==> src/rtl/spell_sequencer.sv <==
// rtl/spell_sequencer.sv - fetch/execute sequencer for the spell byte-code engine
// Optional build macro: SPELL_STACK_CHECK_EN (stack overflow/underflow fault detection).
// Execute logic is external: this block owns pc, sp, the 32-entry stack and the
// fetch / memory-write / delay / sleep handshakes around each opcode.

module spell_sequencer #(
    parameter int unsigned DELAY_PRESCALE = 16
) (
    input  logic       clk,
    input  logic       rst_n,
    input  logic       run,
    input  logic       wake,
    output logic       fetch_req,
    input  logic       fetch_ack,
    input  logic [7:0] fetch_data,
    output logic [7:0] opcode,
    output logic [7:0] pc,
    output logic [4:0] sp,
    output logic [7:0] stack_top,
    output logic [7:0] stack_belowtop,
    input  logic [7:0] exec_next_pc,
    input  logic [4:0] exec_next_sp,
    input  logic [1:0] exec_stack_write_count,
    input  logic [7:0] exec_set_stack_top,
    input  logic [7:0] exec_set_stack_belowtop,
    input  logic       exec_mem_wr_en,
    input  logic       exec_sleep,
    input  logic       exec_stop,
    input  logic [7:0] exec_delay,
    output logic       mem_wr_req,
    input  logic       mem_wr_ack,
    output logic       halted,
    output logic       stack_err
);

    typedef enum logic [2:0] {
        ST_HALT  = 3'd0,
        ST_FETCH = 3'd1,
        ST_EXEC  = 3'd2,
        ST_MEMWR = 3'd3,
        ST_DELAY = 3'd4,
        ST_SLEEP = 3'd5
    } state_t;

    // 8-bit delay units times a 16-bit prescale fits in 24 bits
    localparam int          CNT_W    = 24;
    localparam logic [15:0] PRESCALE = 16'(DELAY_PRESCALE);

    state_t             state_q;
    state_t             state_d;
    state_t             tail_state_d;
    state_t             exec_state_d;
    logic [7:0]         pc_q;
    logic [4:0]         sp_q;
    logic [7:0]         opcode_q;
    logic [CNT_W-1:0]   delay_cnt_q;
    logic [CNT_W-1:0]   delay_load_d;
    logic               fetch_req_q;
    logic               mem_wr_req_q;
    logic               halted_q;
    logic               stack_fault;
    logic [7:0]         stack_q [32];
    logic [4:0]         top_idx;
    logic [4:0]         below_idx;
    logic [4:0]         wr_top_idx;
    logic [4:0]         wr_below_idx;

    // Stack indices wrap naturally in 5 bits
    assign top_idx      = sp_q - 5'd1;
    assign below_idx    = sp_q - 5'd2;
    assign wr_top_idx   = exec_next_sp - 5'd1;
    assign wr_below_idx = exec_next_sp - 5'd2;

    assign stack_top      = stack_q[top_idx];
    assign stack_belowtop = stack_q[below_idx];

    assign delay_load_d = CNT_W'(exec_delay) * CNT_W'(PRESCALE);

`ifdef SPELL_STACK_CHECK_EN
    assign stack_fault = ((sp_q == 5'd31) && (exec_next_sp == 5'd0)) ||
                         ((sp_q < 5'd2) && (exec_next_sp >= 5'd30));
`else
    assign stack_fault = 1'b0;
`endif

    // Post-commit routing shared by EXEC and the end of MEMWR (memory write excluded)
    always_comb begin
        tail_state_d = ST_FETCH;
        if (exec_stop) begin
            tail_state_d = ST_HALT;
        end else if (exec_delay != 8'd0) begin
            tail_state_d = ST_DELAY;
        end else if (exec_sleep) begin
            tail_state_d = ST_SLEEP;
        end else if (!run) begin
            tail_state_d = ST_HALT;
        end
    end

    // Full EXEC routing: stop beats memory write, which beats everything else
    always_comb begin
        exec_state_d = tail_state_d;
        if (exec_stop) begin
            exec_state_d = ST_HALT;
        end else if (exec_mem_wr_en) begin
            exec_state_d = ST_MEMWR;
        end
    end

    // Next-state selection for the sequencer FSM
    always_comb begin
        state_d = state_q;
        case (state_q)
            ST_HALT:  if (run)       state_d = ST_FETCH;
            ST_FETCH: if (fetch_ack) state_d = ST_EXEC;
            ST_EXEC:  state_d = stack_fault ? ST_HALT : exec_state_d;
            ST_MEMWR: if (mem_wr_ack) state_d = tail_state_d;
            ST_DELAY: if (delay_cnt_q <= CNT_W'(1)) state_d = run ? ST_FETCH : ST_HALT;
            ST_SLEEP: if (wake)      state_d = ST_FETCH;
            default:  state_d = ST_HALT;
        endcase
    end

    // FSM state, architectural registers and registered handshake outputs
    always_ff @(posedge clk) begin
        if (!rst_n) begin
            state_q      <= ST_HALT;
            pc_q         <= 8'd0;
            sp_q         <= 5'd0;
            opcode_q     <= 8'hFF;
            delay_cnt_q  <= '0;
            fetch_req_q  <= 1'b0;
            mem_wr_req_q <= 1'b0;
            halted_q     <= 1'b1;
        end else begin
            state_q      <= state_d;
            fetch_req_q  <= (state_d == ST_FETCH);
            mem_wr_req_q <= (state_d == ST_MEMWR);
            halted_q     <= (state_d == ST_HALT);
            case (state_q)
                ST_FETCH: begin
                    if (fetch_ack) begin
                        opcode_q <= fetch_data;
                    end
                end
                ST_EXEC: begin
                    if (!stack_fault) begin
                        pc_q <= exec_next_pc;
                        sp_q <= exec_next_sp;
                        if (state_d == ST_DELAY) begin
                            delay_cnt_q <= delay_load_d;
                        end
                    end
                end
                ST_MEMWR: begin
                    if (mem_wr_ack && (state_d == ST_DELAY)) begin
                        delay_cnt_q <= delay_load_d;
                    end
                end
                ST_DELAY: begin
                    if (delay_cnt_q != '0) begin
                        delay_cnt_q <= delay_cnt_q - CNT_W'(1);
                    end
                end
                default: begin
                end
            endcase
        end
    end

`ifdef SPELL_STACK_CHECK_EN
    logic stack_err_q;

    // Sticky fault flag: set by a faulting EXEC, cleared on reset or on restart from HALT
    always_ff @(posedge clk) begin
        if (!rst_n) begin
            stack_err_q <= 1'b0;
        end else if ((state_q == ST_EXEC) && stack_fault) begin
            stack_err_q <= 1'b1;
        end else if ((state_q == ST_HALT) && run) begin
            stack_err_q <= 1'b0;
        end
    end

    assign stack_err = stack_err_q;
`else
    assign stack_err = 1'b0;
`endif

    // Stack storage is not reset; up to two slots written at EXEC commit
    always_ff @(posedge clk) begin
        if (rst_n && (state_q == ST_EXEC) && !stack_fault) begin
            if (exec_stack_write_count != 2'd0) begin
                stack_q[wr_top_idx] <= exec_set_stack_top;
            end
            if (exec_stack_write_count == 2'd2) begin
                stack_q[wr_below_idx] <= exec_set_stack_belowtop;
            end
        end
    end

    assign fetch_req  = fetch_req_q;
    assign mem_wr_req = mem_wr_req_q;
    assign halted     = halted_q;
    assign opcode     = opcode_q;
    assign pc         = pc_q;
    assign sp         = sp_q;

endmodule

==> config.mk <==
export PLATFORM = sky130hd
export DESIGN_NAME = spell_sequencer
export DESIGN_NICKNAME = d
export VERILOG_FILES = /design/src/rtl/spell_sequencer.sv
export SDC_FILE = /design/constraint.sdc
export NUM_CORES = 1
export LEC_CHECK = 0
export ABC_AREA = 1
export ABC_CLOCK_PERIOD_IN_PS = 4400
export CAP_MARGIN = 30
export CORE_UTILIZATION = 44
export DETAILED_ROUTE_END_ITERATION = 12
export DONT_BUFFER_PORTS = 1
export PLACE_DENSITY = 0.58
export SLEW_MARGIN = 20
export SYNTH_ARGS = -nofsm -noshare
export SYNTH_HDL_FRONTEND = slang
export SYNTH_SLANG_ARGS = --single-unit
==> constraint.sdc <==
create_clock -name clk -period 4.4 [get_ports clk]
set_input_delay 0.88 -clock clk [delete_from_list [all_inputs] [get_ports clk]]
set_output_delay 0.88 -clock clk [all_outputs]
set_load 0.03 [all_outputs]
Word-level counts from Yosys, hierarchy flattened

Memories as Yosys holds them, arrays and structs flattened.
Index checks and enable logic that the tools add are counted.

Register bits after elaboration: 51
Bits in latches: 0
RAM bits: 256
Memory bits (read-only): 0
Input bits: 56
Logic and storage cells: 59
Memories: 1

Add/subtract/negate cells: 5
Multipliers: 0
Div/mod/pow operators: 0
Order comparisons: 1
Eq/ne operators: 12
Shifts and indexed selects: 0
Muxes and demuxes: 22
Bitwise logic cells: 0
Reductions and logical operators: 10

Memory list:

| name    | depth | bits a word | rd ports | clocked after Yosys merged registers in | write ports | RTL line | source |
|---|---|---|---|---|---|---|---|
| stack_q | 32    | 8           | 2        | 0                                       | 2           | 62       | `logic [7:0] stack_q [32];` |

Operator list:

| operator                                                                           | count |
|---|---|
| 24-bit 2-to-1 mux                                                                  | 3 |
| 24-bit case mux with 3 select lines                                                | 1 |
| 3-bit 2-to-1 mux                                                                   | 10 |
| 24-bit by 1-bit less-or-equal comparator with 1-bit output (second input constant) | 1 |
| 24-bit nonzero test                                                                | 1 |
| 24-bit by 1-bit subtractor with 24-bit output (second input constant)              | 1 |
| 3-bit case mux with 6 select lines                                                 | 1 |
| 5-bit by 1-bit subtractor with 5-bit output (second input constant)                | 2 |
| 5-bit by 2-bit subtractor with 5-bit output (second input constant)                | 2 |
| 3-bit by 2-bit equality test with 1-bit output (second input constant)             | 3 |
| 3-bit equality test (second input constant)                                        | 3 |
| 8-bit nonzero test                                                                 | 1 |
| 1-bit 2-to-1 mux                                                                   | 7 |
| 3-bit by 1-bit equality test with 1-bit output (second input constant)             | 2 |
| 3-bit zero test                                                                    | 2 |
| 2-bit != test (second input constant)                                              | 3 |
| 4-bit AND reduction                                                                | 1 |
| 3-bit nonzero test                                                                 | 1 |
| 2-bit equality test (second input constant)                                        | 1 |
| 1-bit logical AND                                                                  | 2 |
| 2-bit AND reduction                                                                | 1 |
| 2-bit nonzero test                                                                 | 1 |

Depth between registers and ports, before layout

Depth in word-level cells: 11
Mapped depth: 14
Gate-level depth less buffers: 13

Least setup slack after synthesis

OpenSTA, ideal clock, no wires.

Kind: register to output
From: register sp_q[0], in the netlist sp[0]
To: output port stack_top[0]
Arrival time: 3,122 ps
Data required time: 3,520 ps
Slack: 398 ps
Stages on the path, launching flop included: 14
Buffers on the path: 6
Path through: dfxtp_1 -> inv_1 -> clkbuf_1 -> clkbuf_1 -> clkbuf_1 -> ha_1 -> clkbuf_1 -> clkbuf_1 -> clkbuf_1 -> o211ai_1 -> nand3_1 -> o211ai_1 -> nand3_1 -> o21a_1

Cells in the longest elaborated chain, start to end: 2

Ends and longest elaborated chain:

| element                                     | RTL line | source |
|---|---|---|
| start: declaration                          | 54       | `logic [4:0] sp_q;` |
| start signal: assignment                    | 149      | `sp_q <= exec_next_sp;` |
| 5-bit by 1-bit subtractor with 5-bit output | 69       | `assign top_idx = sp_q - 5'd1;` |
| memory read 32 x 8 bit                      | --       |  |
| end: declaration                            | 19       | `output logic [7:0] stack_top,` |

Every way passes these cells.

Final worst setup path

From: register sp_q[0], in the netlist sp[0]
To: output port stack_belowtop[7]

Cells in the longest elaborated chain, start to end: 2

Ends and longest elaborated chain:

| element                                     | RTL line | source |
|---|---|---|
| 5-bit by 2-bit subtractor with 5-bit output | 70       | `assign below_idx = sp_q - 5'd2;` |
| memory read 32 x 8 bit                      | --       |  |
| end: declaration                            | 20       | `output logic [7:0] stack_belowtop,` |

Every way passes these cells.

==> key figures <==
Run status
  • Status: complete, no violations

Yosys
  • Register bit total from synthesis: 307
  • Top cells by area, synth: edfxtp_1, nand2_1, o21ai_0, o21ai_1, a21oi_1
  • Syn nets: 2455
  • Post-synthesis sequential area ratio: 46.0%
  • Unique masters post-synth: 39
  • Ys async rst share: 0%
  • Post-synth top area share: 40.6%
  • Post-synth EDFFs: 256
  • Mapped Cells: 2391
  • Synth Flop Type: edfxtp_1
  • Leading area contributor after synthesis: edfxtp_1
  • Synthesized area per cell: 7.92 µm²
  • Yosys warnings: 0
  • Synthesized area: 18900 µm²

Critical path
  • CP max stage delay: 0.69 ns
  • CP arrival: 3.39 ns
  • CP max stage cell: buf_12
  • Kind of cell adding the most delay to the critical path: buffers and inverters
  • Critical path class: reg2out
  • CP Capture Type: output port
  • Most frequent CP cell: nand3_1
  • Critical path required time: 3.52 ns
  • Startpoint Class: flip-flop
  • Max FO, Critical Path: 259
  • Worst Path Buf+Inv: 2
  • CP Cell Sequence: buf_12, o21ai_0, nand3_1, nand3_1, nand2_1, nor2_1, a31oi_1, buf_4

STA
  • Final TNS setup: 0 ns
  • Tmin final: 4.27 ns
  • Worst-Margin Slew: 1.08 ns
  • Rel. slew slack: 28.0%
  • Endpoints failing hold: 0
  • Final worst slack: 0.127 ns
  • Final period utilization: 97.1%
  • Unrepaired setup endpoints after global routing: no
  • Skew final: 0.0263 ns
  • Max Slew Vio Count: 0
  • Fmax: 234 MHz
  • Final setup fails: 0

Pwr
  • Int Power: 5.33 mW
  • Flop pwr share: 42.2%
  • PwrDens: 372 nW/µm²
  • Peak VDD IR: 0.293 mV
  • Clock share of power: 39.7%
  • Design Power: 7.62 mW
  • Comb power frac: 18.2%
  • Leak: 8.44 nW
  • Sw power: 2.29 mW
  • Net Sw Frac: 30.1%

Clock tree
  • Clk pin slew, worst setup/hold paths: 0.06 ns
  • Post-cts resize count: 0
  • Cts bufs inserted: 37
  • CTS Hold Buffers Added: 0
  • Postcts setup bufs: 0
  • Root buf cell: clkbuf_16
  • Bufs on Longest Clock Path: 3
  • Skew-Pair Late Insertion Delay: 0.58 ns
  • CTS tree: built
  • H-tree depth: 2
  • Clk sinks: 307

Cells and area
  • Syn-to-layout area delta: 8.11%
  • Ratio of cells with drive above 1 in the final layout: 8.83%
  • Nets@finish: 2369
  • Multi-input gate area: 8670 µm²
  • Sequential cell area: 8720 µm²
  • Inserted Diodes: 0
  • Fin util: 48.5%
  • Most common cell after layout, fill and taps aside: nand2_1
  • Commonest non-fill, non-tap cells in the layout: nand2_1, o21ai_0, edfxtp_1, o21ai_1, a21oi_1
  • # fillers: 4137

Floorplanning
  • Die Wd: 209 µm
  • Initial Utilization: 44.9%
  • Full die area: 43900 µm²
  • # IOs: 97
  • Row Count: 75
  • Core area: 42200 µm²
  • Die height: 209 µm

Flow run
  • Max Cap Violations: 0

Drt
  • Vias per inst: 6.13
  • DRT iter0 DRCs: 2483
  • Wire length per cell: 23.8 µm
  • Routed Antenna Nets: 0
  • Pre-antenna DRT Iters: 6
  • Total vias in the final route: 17600
  • Total Routed Length: 68200 µm
  • DRC viols: 0

Global route
  • GRT Overall Usage: 30.9%
  • GRT overflow: 0
  • Initial antenna violation count: 1
  • First-pass GRT wire length: 101000 µm
  • Pin count of the biggest net entering global routing: 260
  • Number of global-route vias before repair: 16000

Placed design
  • DPL Wire Length: 43700 µm
  • Place WS: 0.899 ns
  • Port bufs: 0
  • Gpl congestion: 0.991

Worst hold path
  • Min-Delay Path Class: in2reg
[per-layer routing]
layer | up-vias | global-route usage (%) | share of wire, %
met3 | 149 | 6.24 | 12
li1 | 8156 | - | -
met5 | - | 0 | 0
met1 | 8262 | 42.9 | 41
met2 | 1031 | 47.9 | 44
met4 | 0 | 11.1 | 3.4
[cell type report]
type / instances / share of cell area (%)
sequential: 307 / 42.6
multi-input combinational: 1729 / 42.4
clock buffer: 54 / 5.28
tap: 539 / 3.29
timing repair buffer: 75 / 3.20
inverter: 155 / 2.87
clock inverter: 13 / 0.440
[worst reg2reg max path, cell delays in order (launching register included)]
cell and delay, ns:
dfxtp_1 0.33, inv_2 0.09, nand2_2 0.10, nor2_4 0.33
inv_2 0.20, nor2_4 0.16, o21a_1 0.20, nand2_1 0.52
o21ai_1 0.92
[final timing paths]
path                       endpoint  cells after the start  slack [ns]       startpoint
hold reg to reg     delay_cnt_q[23]                      2        0.51  delay_cnt_q[23]
setup reg to reg     stack_q[31][5]                      8        1.16       state_q[2]
setup / recovery  stack_belowtop[7]                      8        0.13            sp[0]
hold / removal            opcode[5]                      1        0.41            rst_n
[registers in the layout, summed over array words and instances, names as in the netlist]
name	count
stack_q	256
pc	8
sp	5
fetch_req	1
opcode	8
halted	1
mem_wr_req	1
state_q	3
delay_cnt_q	24
[kinds of logic after synthesis]
group | count (synthesis) | share of synthesized area (%)
DFF | 307 | 46.0
xor gates and xnor gates | 20 | 0.964
AOI/OAI and AO/OA | 874 | 24.8
and+or+nand+nor | 826 | 19.3
adders and majority gates | 8 | 0.528
buffers and inverters | 355 | 8.36
other | 1 | 0.0198
[power by group through the flow]
stage	Sequential, mW	Clock [mW]	Combinational, mW
2_1_floorplan	3.27	0	0.944
3_3_place_gp	3.28	0	1.33
3_5_place_dp	3.28	0	1.35
4_1_cts	3.21	3.05	1.35
5_1_grt	3.22	3.15	1.48
6_report	3.21	3.02	1.38
[synthesized netlist by cell type (2+ instances only)]
| cell | instances |
|---|---|
| buf_6 | 32 |
| inv_1 | 147 |
| inv_2 | 6 |
| nand2_1 | 437 |
| o22ai_1 | 2 |
| nand4_1 | 2 |
| nand2_4 | 32 |
| a31oi_1 | 9 |
| o21ai_0 | 297 |
| nand3_1 | 166 |
| dfxtp_1 | 51 |
| buf_2 | 6 |
| clkbuf_1 | 146 |
| o21ai_2 | 20 |
| clkinv_1 | 2 |
| a21oi_1 | 209 |
| ha_1 | 8 |
| o21ai_1 | 241 |
| nor3_1 | 3 |
| xnor2_1 | 5 |
| nor2_1 | 171 |
| nor2_2 | 4 |
| edfxtp_1 | 256 |
| nor2_4 | 2 |
| xor2_1 | 14 |
| buf_1 | 15 |
| nor3_4 | 4 |
| o211ai_1 | 85 |
| o21a_1 | 9 |
[per-stage QoR]
| stage | instance area [µm²] | hold slack, ns | cells |
|---|---|---|---|
| after floorplan | 18900 | 0.465 | 2391 |
| after global placement | 19200 | 0.487 | 2794 |
| after detailed placement | 19300 | 0.499 | 2803 |
| after CTS | 20400 | 0.390 | 2870 |
| after global routing | 20500 | 0.403 | 2872 |
| final | 20500 | 0.406 | 2872 |
No activity file was read; power rests on OpenSTA's default activity.
